$ cat src/rtl/hd_bitiso_if.sv
// Handshake bundle for hd_bitiso_unit: input word/opcode channel and result channel.
interface hd_bitiso_if #(
    parameter int unsigned WIDTH = 8
);
    logic             in_valid;
    logic             in_ready;
    logic [2:0]       in_op;
    logic [WIDTH-1:0] in_data;
    logic             out_valid;
    logic             out_ready;
    logic [WIDTH-1:0] out_data;
    logic             out_last;
    logic             out_zero;
    logic             out_err;

    // Producer/consumer side of the unit
    modport master (
        output in_valid, in_op, in_data, out_ready,
        input  in_ready, out_valid, out_data, out_last, out_zero, out_err
    );

    // The unit itself
    modport slave (
        input  in_valid, in_op, in_data, out_ready,
        output in_ready, out_valid, out_data, out_last, out_zero, out_err
    );
endinterface

$ cat src/rtl/hd_bitiso_unit.sv
// Rightmost-bit manipulation unit: one registered transform per accepted word.
// Optional feature macro HD_BITISO_ENUM_EN adds opcode 5, which streams every
// set bit of the operand lowest first; without it opcode 5 is reserved.
module hd_bitiso_unit #(
    parameter int unsigned WIDTH = 8
) (
    input  logic       clk,
    input  logic       rst_n,
    hd_bitiso_if.slave bus
);
    localparam int unsigned OP_W = 3;

`ifdef HD_BITISO_ENUM_EN
    localparam logic [OP_W-1:0] OP_ENUM = OP_W'(5);
    typedef enum logic [1:0] {IDLE = 2'd0, HOLD = 2'd1, ENUM = 2'd2} state_t;
`else
    typedef enum logic [1:0] {IDLE = 2'd0, HOLD = 2'd1} state_t;
`endif

    // Lowest set bit of v (v & -v)
    function automatic logic [WIDTH-1:0] low_bit(input logic [WIDTH-1:0] v);
        return v & (WIDTH'(0) - v);
    endfunction

    // v with its lowest set bit cleared (v & (v-1))
    function automatic logic [WIDTH-1:0] clr_low(input logic [WIDTH-1:0] v);
        return v & (v - WIDTH'(1));
    endfunction

    state_t           state_q, state_d;
    logic             valid_q, valid_d;
    logic [WIDTH-1:0] data_q, data_d;
    logic             last_q, last_d;
    logic             zero_q, zero_d;
    logic             err_q, err_d;
    logic [WIDTH-1:0] op_res;
    logic             op_err;
    logic             in_ready_c;
    logic             accept_c;
`ifdef HD_BITISO_ENUM_EN
    logic [WIDTH-1:0] res_q, res_d;
    logic [WIDTH-1:0] res_next;
`endif

    // Single-shot transform of the incoming operand; unknown opcodes flag an error
    always_comb begin
        op_res = '0;
        op_err = 1'b0;
        case (bus.in_op)
            OP_W'(0): op_res = ~bus.in_data & (bus.in_data + WIDTH'(1));
            OP_W'(1): op_res = low_bit(bus.in_data);
            OP_W'(2): op_res = clr_low(bus.in_data);
            OP_W'(3): op_res = bus.in_data | (bus.in_data + WIDTH'(1));
            OP_W'(4): op_res = ~bus.in_data & (bus.in_data - WIDTH'(1));
            default:  op_err = 1'b1;
        endcase
    end

`ifdef HD_BITISO_ENUM_EN
    assign in_ready_c = rst_n & (state_q != ENUM) & (~valid_q | bus.out_ready);
`else
    assign in_ready_c = rst_n & (~valid_q | bus.out_ready);
`endif
    assign accept_c = bus.in_valid & in_ready_c;

    // Next-state and next-output decode
    always_comb begin
        state_d = state_q;
        valid_d = valid_q;
        data_d  = data_q;
        last_d  = last_q;
        zero_d  = zero_q;
        err_d   = err_q;
`ifdef HD_BITISO_ENUM_EN
        res_d    = res_q;
        res_next = clr_low(res_q);
`endif
        case (state_q)
            IDLE, HOLD: begin
                if (accept_c) begin
`ifdef HD_BITISO_ENUM_EN
                    if (bus.in_op == OP_ENUM) begin
                        state_d = ENUM;
                        valid_d = 1'b1;
                        res_d   = bus.in_data;
                        data_d  = low_bit(bus.in_data);
                        last_d  = (clr_low(bus.in_data) == '0);
                        zero_d  = (bus.in_data == '0);
                        err_d   = 1'b0;
                    end else
`endif
                    begin
                        state_d = HOLD;
                        valid_d = 1'b1;
                        data_d  = op_res;
                        last_d  = 1'b1;
                        zero_d  = (op_res == '0);
                        err_d   = op_err;
                    end
                end else if ((state_q == HOLD) && bus.out_ready) begin
                    state_d = IDLE;
                    valid_d = 1'b0;
                end
            end
`ifdef HD_BITISO_ENUM_EN
            ENUM: begin
                if (bus.out_ready) begin
                    if (last_q) begin
                        state_d = IDLE;
                        valid_d = 1'b0;
                    end else begin
                        res_d  = res_next;
                        data_d = low_bit(res_next);
                        last_d = (clr_low(res_next) == '0);
                        zero_d = (res_next == '0);
                    end
                end
            end
`endif
            default: begin
                state_d = IDLE;
                valid_d = 1'b0;
            end
        endcase
    end

    // State and output registers; reset abandons any pending result
    always_ff @(posedge clk or negedge rst_n) begin
        if (!rst_n) begin
            state_q <= IDLE;
            valid_q <= 1'b0;
            data_q  <= '0;
            last_q  <= 1'b0;
            zero_q  <= 1'b0;
            err_q   <= 1'b0;
`ifdef HD_BITISO_ENUM_EN
            res_q   <= '0;
`endif
        end else begin
            state_q <= state_d;
            valid_q <= valid_d;
            data_q  <= data_d;
            last_q  <= last_d;
            zero_q  <= zero_d;
            err_q   <= err_d;
`ifdef HD_BITISO_ENUM_EN
            res_q   <= res_d;
`endif
        end
    end

    assign bus.in_ready  = in_ready_c;
    assign bus.out_valid = valid_q;
    assign bus.out_data  = data_q;
    assign bus.out_last  = last_q;
    assign bus.out_zero  = zero_q;
    assign bus.out_err   = err_q;
endmodule
$ cat src/flat_wrapper.sv
// flat-port wrapper written by rule: the top's interface ports become plain ports
module hd_bitiso_unit_flat 
#(
    parameter int unsigned WIDTH = 8
)
  (clk, rst_n, bus_in_valid, bus_in_op, bus_in_data, bus_out_ready, bus_in_ready, bus_out_valid, bus_out_data, bus_out_last, bus_out_zero, bus_out_err);
  hd_bitiso_if #(.WIDTH(WIDTH)) bus_i ();
  input  logic clk;
  input  logic rst_n;
  input wire logic [$bits(bus_i.in_valid)-1:0] bus_in_valid;
  input wire logic [$bits(bus_i.in_op)-1:0] bus_in_op;
  input wire logic [$bits(bus_i.in_data)-1:0] bus_in_data;
  input wire logic [$bits(bus_i.out_ready)-1:0] bus_out_ready;
  output wire logic [$bits(bus_i.in_ready)-1:0] bus_in_ready;
  output wire logic [$bits(bus_i.out_valid)-1:0] bus_out_valid;
  output wire logic [$bits(bus_i.out_data)-1:0] bus_out_data;
  output wire logic [$bits(bus_i.out_last)-1:0] bus_out_last;
  output wire logic [$bits(bus_i.out_zero)-1:0] bus_out_zero;
  output wire logic [$bits(bus_i.out_err)-1:0] bus_out_err;
  assign bus_i.in_valid = bus_in_valid;
  assign bus_i.in_op = bus_in_op;
  assign bus_i.in_data = bus_in_data;
  assign bus_i.out_ready = bus_out_ready;
  assign bus_in_ready = bus_i.in_ready;
  assign bus_out_valid = bus_i.out_valid;
  assign bus_out_data = bus_i.out_data;
  assign bus_out_last = bus_i.out_last;
  assign bus_out_zero = bus_i.out_zero;
  assign bus_out_err = bus_i.out_err;
  hd_bitiso_unit #(.WIDTH(WIDTH)) u_core (.clk(clk), .rst_n(rst_n), .bus(bus_i));
endmodule
$ cat config.mk
export PLATFORM = sky130hd
export DESIGN_NAME = hd_bitiso_unit_flat
export DESIGN_NICKNAME = d
export VERILOG_FILES = /design/src/rtl/hd_bitiso_if.sv /design/src/rtl/hd_bitiso_unit.sv /design/src/flat_wrapper.sv
export SDC_FILE = /design/constraint.sdc
export NUM_CORES = 1
export LEC_CHECK = 0
export CAP_MARGIN = 5
export CORE_MARGIN = 2
export CORE_UTILIZATION = 35
export DETAILED_ROUTE_END_ITERATION = 8
export PLACE_DENSITY_LB_ADDON = 0.3
export SYNTH_ARGS = -nofsm -noshare
export SYNTH_HDL_FRONTEND = slang
export SYNTH_SLANG_ARGS = --single-unit
$ cat constraint.sdc
create_clock -name clk -period 2 [get_ports clk]
set_clock_uncertainty 0.2 [all_clocks]
set_input_delay 0.3 -clock clk [delete_from_list [all_inputs] [get_ports clk]]
set_output_delay 0.3 -clock clk [all_outputs]
set_load 0.02 [all_outputs]
==> results.toml <==
[outcome]
status = "finished, violations left"
violations = "setup timing"

[drt]
drt_iter0_drc = 44
wl_um = 3352
via_per_inst = 5.095
vias = 1284
wire_per_inst_um = 13.30
drc = 0
detail-route-antenna-nets = 0
drtPass1Iterations = 4

[placed_design]
dp_hpwl_um = 2677
io_buffers = 27
placedCellCount = 242
pre_cts_slack_ps = -883.0
gp_congestion = 0.9082
post_dp_cell_area_sq_mm = 0.001772

[floorplan]
rows = 20
die_h_um = 61.26
io_pins = 28
fp.dieW_um = 61.26
dieArea_sq_mm = 0.003752
core_sq_mm = 0.003078
initial_core_util_pct = 37.28

[synthesis]
ys_seq_elements = 12
synth_nets = 156
yosysWarningCount = 0
synth_edf_count = 0
syn_inst = 132
synthFlopType = "dfrtp_1"
yosysUniqueCellTypes = 45
synth-async-reset-ratio_pct = 100.0
post_synth.cell_area_avg_sq_um = 8.692
seq_area_frac_synth_pct = 26.17
syn_area_sq_mm = 0.001147

[timing]
min_period_ps = 2109
slew_headroom_pct = 79.21
maxSlewViolCount = 0
fmax_mhz = 474.2
fin_crit_sh_pct = 105.4
rsz0062_at_grt = "true"
final_hold_viol_count = 0
final.setup.tns_ps = -219.5
setup_slack_ps = -108.8
worst_slew_pin_slew_ps = 310.0
setup_viol = 3

[clock_tree]
clock_path_buffers = 2
clkTransAtPathRegs_ps = 80
cts_tree = "built"
worst_skew_pair.late_latency_ps = 280
cts_hold_buffers = 0
cts_sinks = 12
clock-root-buffer = "clkbuf_4"
htreeDepth = 1
cts_buffers = 3

[final_layout]
seqCellArea_sq_um = 300.3
area_growth_pct = 70.23
n_antenna_cell = 0
instances_no_fill = 252
nets = 233
final_cell_mix = "50 x buf_4, 17 x clkdlybuf4s50_1, 12 x dfrtp_1"
final_common_cell = "buf_4"
finalCoreUtilization_pct = 63.46
num-fill-cells = 269
multi_input_area_sq_um = 840.8
final_cell_area_sq_mm = 0.001953
drive_gt1_share_pct = 43.27

[global_routing]
grt_pass1_vias = 1258
track_usage_pct = 19.90
antenna_found_initial = 0
grt_max_degree = 17
overflow = 0
grt_pass1_wl_um = 5651

[critical_path]
arrival_ps = 2080
reg2reg_slack_ps = 340
critical_path_class = "input port to register"
crit_path_start_kind = "input port"
critPathMaxFanout = 2
critPathCaptureType = "register"
cp.required_ps = 1970

[pwr]
leakagePower_nw = 0.8995
irDropWorstVdd_mv = 0.2489
power_density_mw_per_mm2 = 456.5

[run]
max_cap_viol_count = 0

[worst_hold_path]
hp-class = "input port to asynchronous set/reset pin"
[sequential cells by signal (all words and copies together) (netlist names)]
signal,cells
u_core.bus.out_valid,1
u_core.bus.out_last,1
u_core.bus.out_err,1
u_core.bus.out_zero,1
u_core.bus.out_data,8
[layout make-up]
type / count / share of cell area [%]
Inverter: 12 / 2.306
Timing Repair Buffer: 78 / 34.59
Multi-Input combinational cell: 102 / 43.05
Clock buffer: 4 / 1.858
Sequential cell: 12 / 15.37
Tap cell: 44 / 2.819
[synthesized netlist by cell type (all sizes together), types with 2 or more instances]
library cell | number | area (sq um)
ha | 9 | 112.6
a211oi | 2 | 15.01
a311oi | 2 | 23.77
a21oi | 10 | 50.05
nand3 | 4 | 20.02
inv | 12 | 45.04
buf | 5 | 46.29
a31oi | 3 | 18.77
mux2 | 4 | 45.04
nor2 | 8 | 30.03
o21ai | 4 | 20.01
o31ai | 2 | 15.01
mux2i | 4 | 40.04
nor3 | 9 | 66.32
nand2 | 11 | 41.29
dfrtp | 12 | 300.3
nor4 | 3 | 40.04
nand2b | 5 | 31.28
or3 | 5 | 31.28
o211ai | 2 | 15.01
nor2b | 2 | 12.51
nor3b | 2 | 20.02
[critical path, cell delays in order]
cell and delay, ps:
buf_6 70, inv_2 30, or3_4 370, or3_1 360, ha_1 280, nand2_1 80
o221ai_2 110, a2bb2o_4 220, mux2_4 260
[logic make-up after synthesis]
logic type | synth area share, %
fa+ha+maj | 9.815
mux | 7.415
compound gates | 19.52
simple gates | 28.79
flops | 26.17
buf+inv | 8.287
[through the flow]
step | hold WS (ps) | power (mW)
2_1_floorplan | -195.6 | 0.4680
3_3_place_gp | 248.7 | 0.6650
3_5_place_dp | 261.3 | 0.6707
4_1_cts | 96.82 | 0.8827
5_1_grt | 118.0 | 0.9477
6_report | 109.1 | 0.8916
[routing by layer]
layer	share of wire (%)	wire [um]	up-vias	global-route usage (%)
li1	-	-	638	-
met1	47	1580	616	28.09
met2	50	1682	30	32.67
met3	2.6	88	0	2.941
met4	0	0	0	3.416
met5	0	0	-	0
[report_power, final]
part           internal, mW  switching, mW  leakage (nW)
logic                 0.212          0.193         0.727
clock network         0.111         0.0865        0.0210
registers             0.274         0.0152         0.151
total                 0.597          0.295         0.900
[path summary, 6_finish.rpt]
path                                                  start                                  to  cells after the start
min in group clk            u_core.bus.out_last$_DFFE_PN0P_     u_core.bus.out_last$_DFFE_PN0P_                      1
max in group asynchronous                             rst_n  u_core.bus.out_data[5]$_DFFE_PN0P_                      3
setup / recovery                             bus_in_data[4]  u_core.bus.out_data[7]$_DFFE_PN0P_                      9
setup reg to reg           u_core.bus.out_valid$_DFFE_PN0P_     u_core.bus.out_zero$_DFFE_PN0P_                      6
hold / removal                                        rst_n    u_core.bus.out_valid$_DFFE_PN0P_                      2
hold reg to reg             u_core.bus.out_last$_DFFE_PN0P_     u_core.bus.out_last$_DFFE_PN0P_                      1
[timing repair]
item	4_1_cts	5_1_grt
setup endpoints to repair	9	7
pin swaps	13	10
hold endpoints to repair	0	0
gates resized for setup	36	17
buffers inserted	5	1
Note: power is estimated with default switching activity, not from simulation.
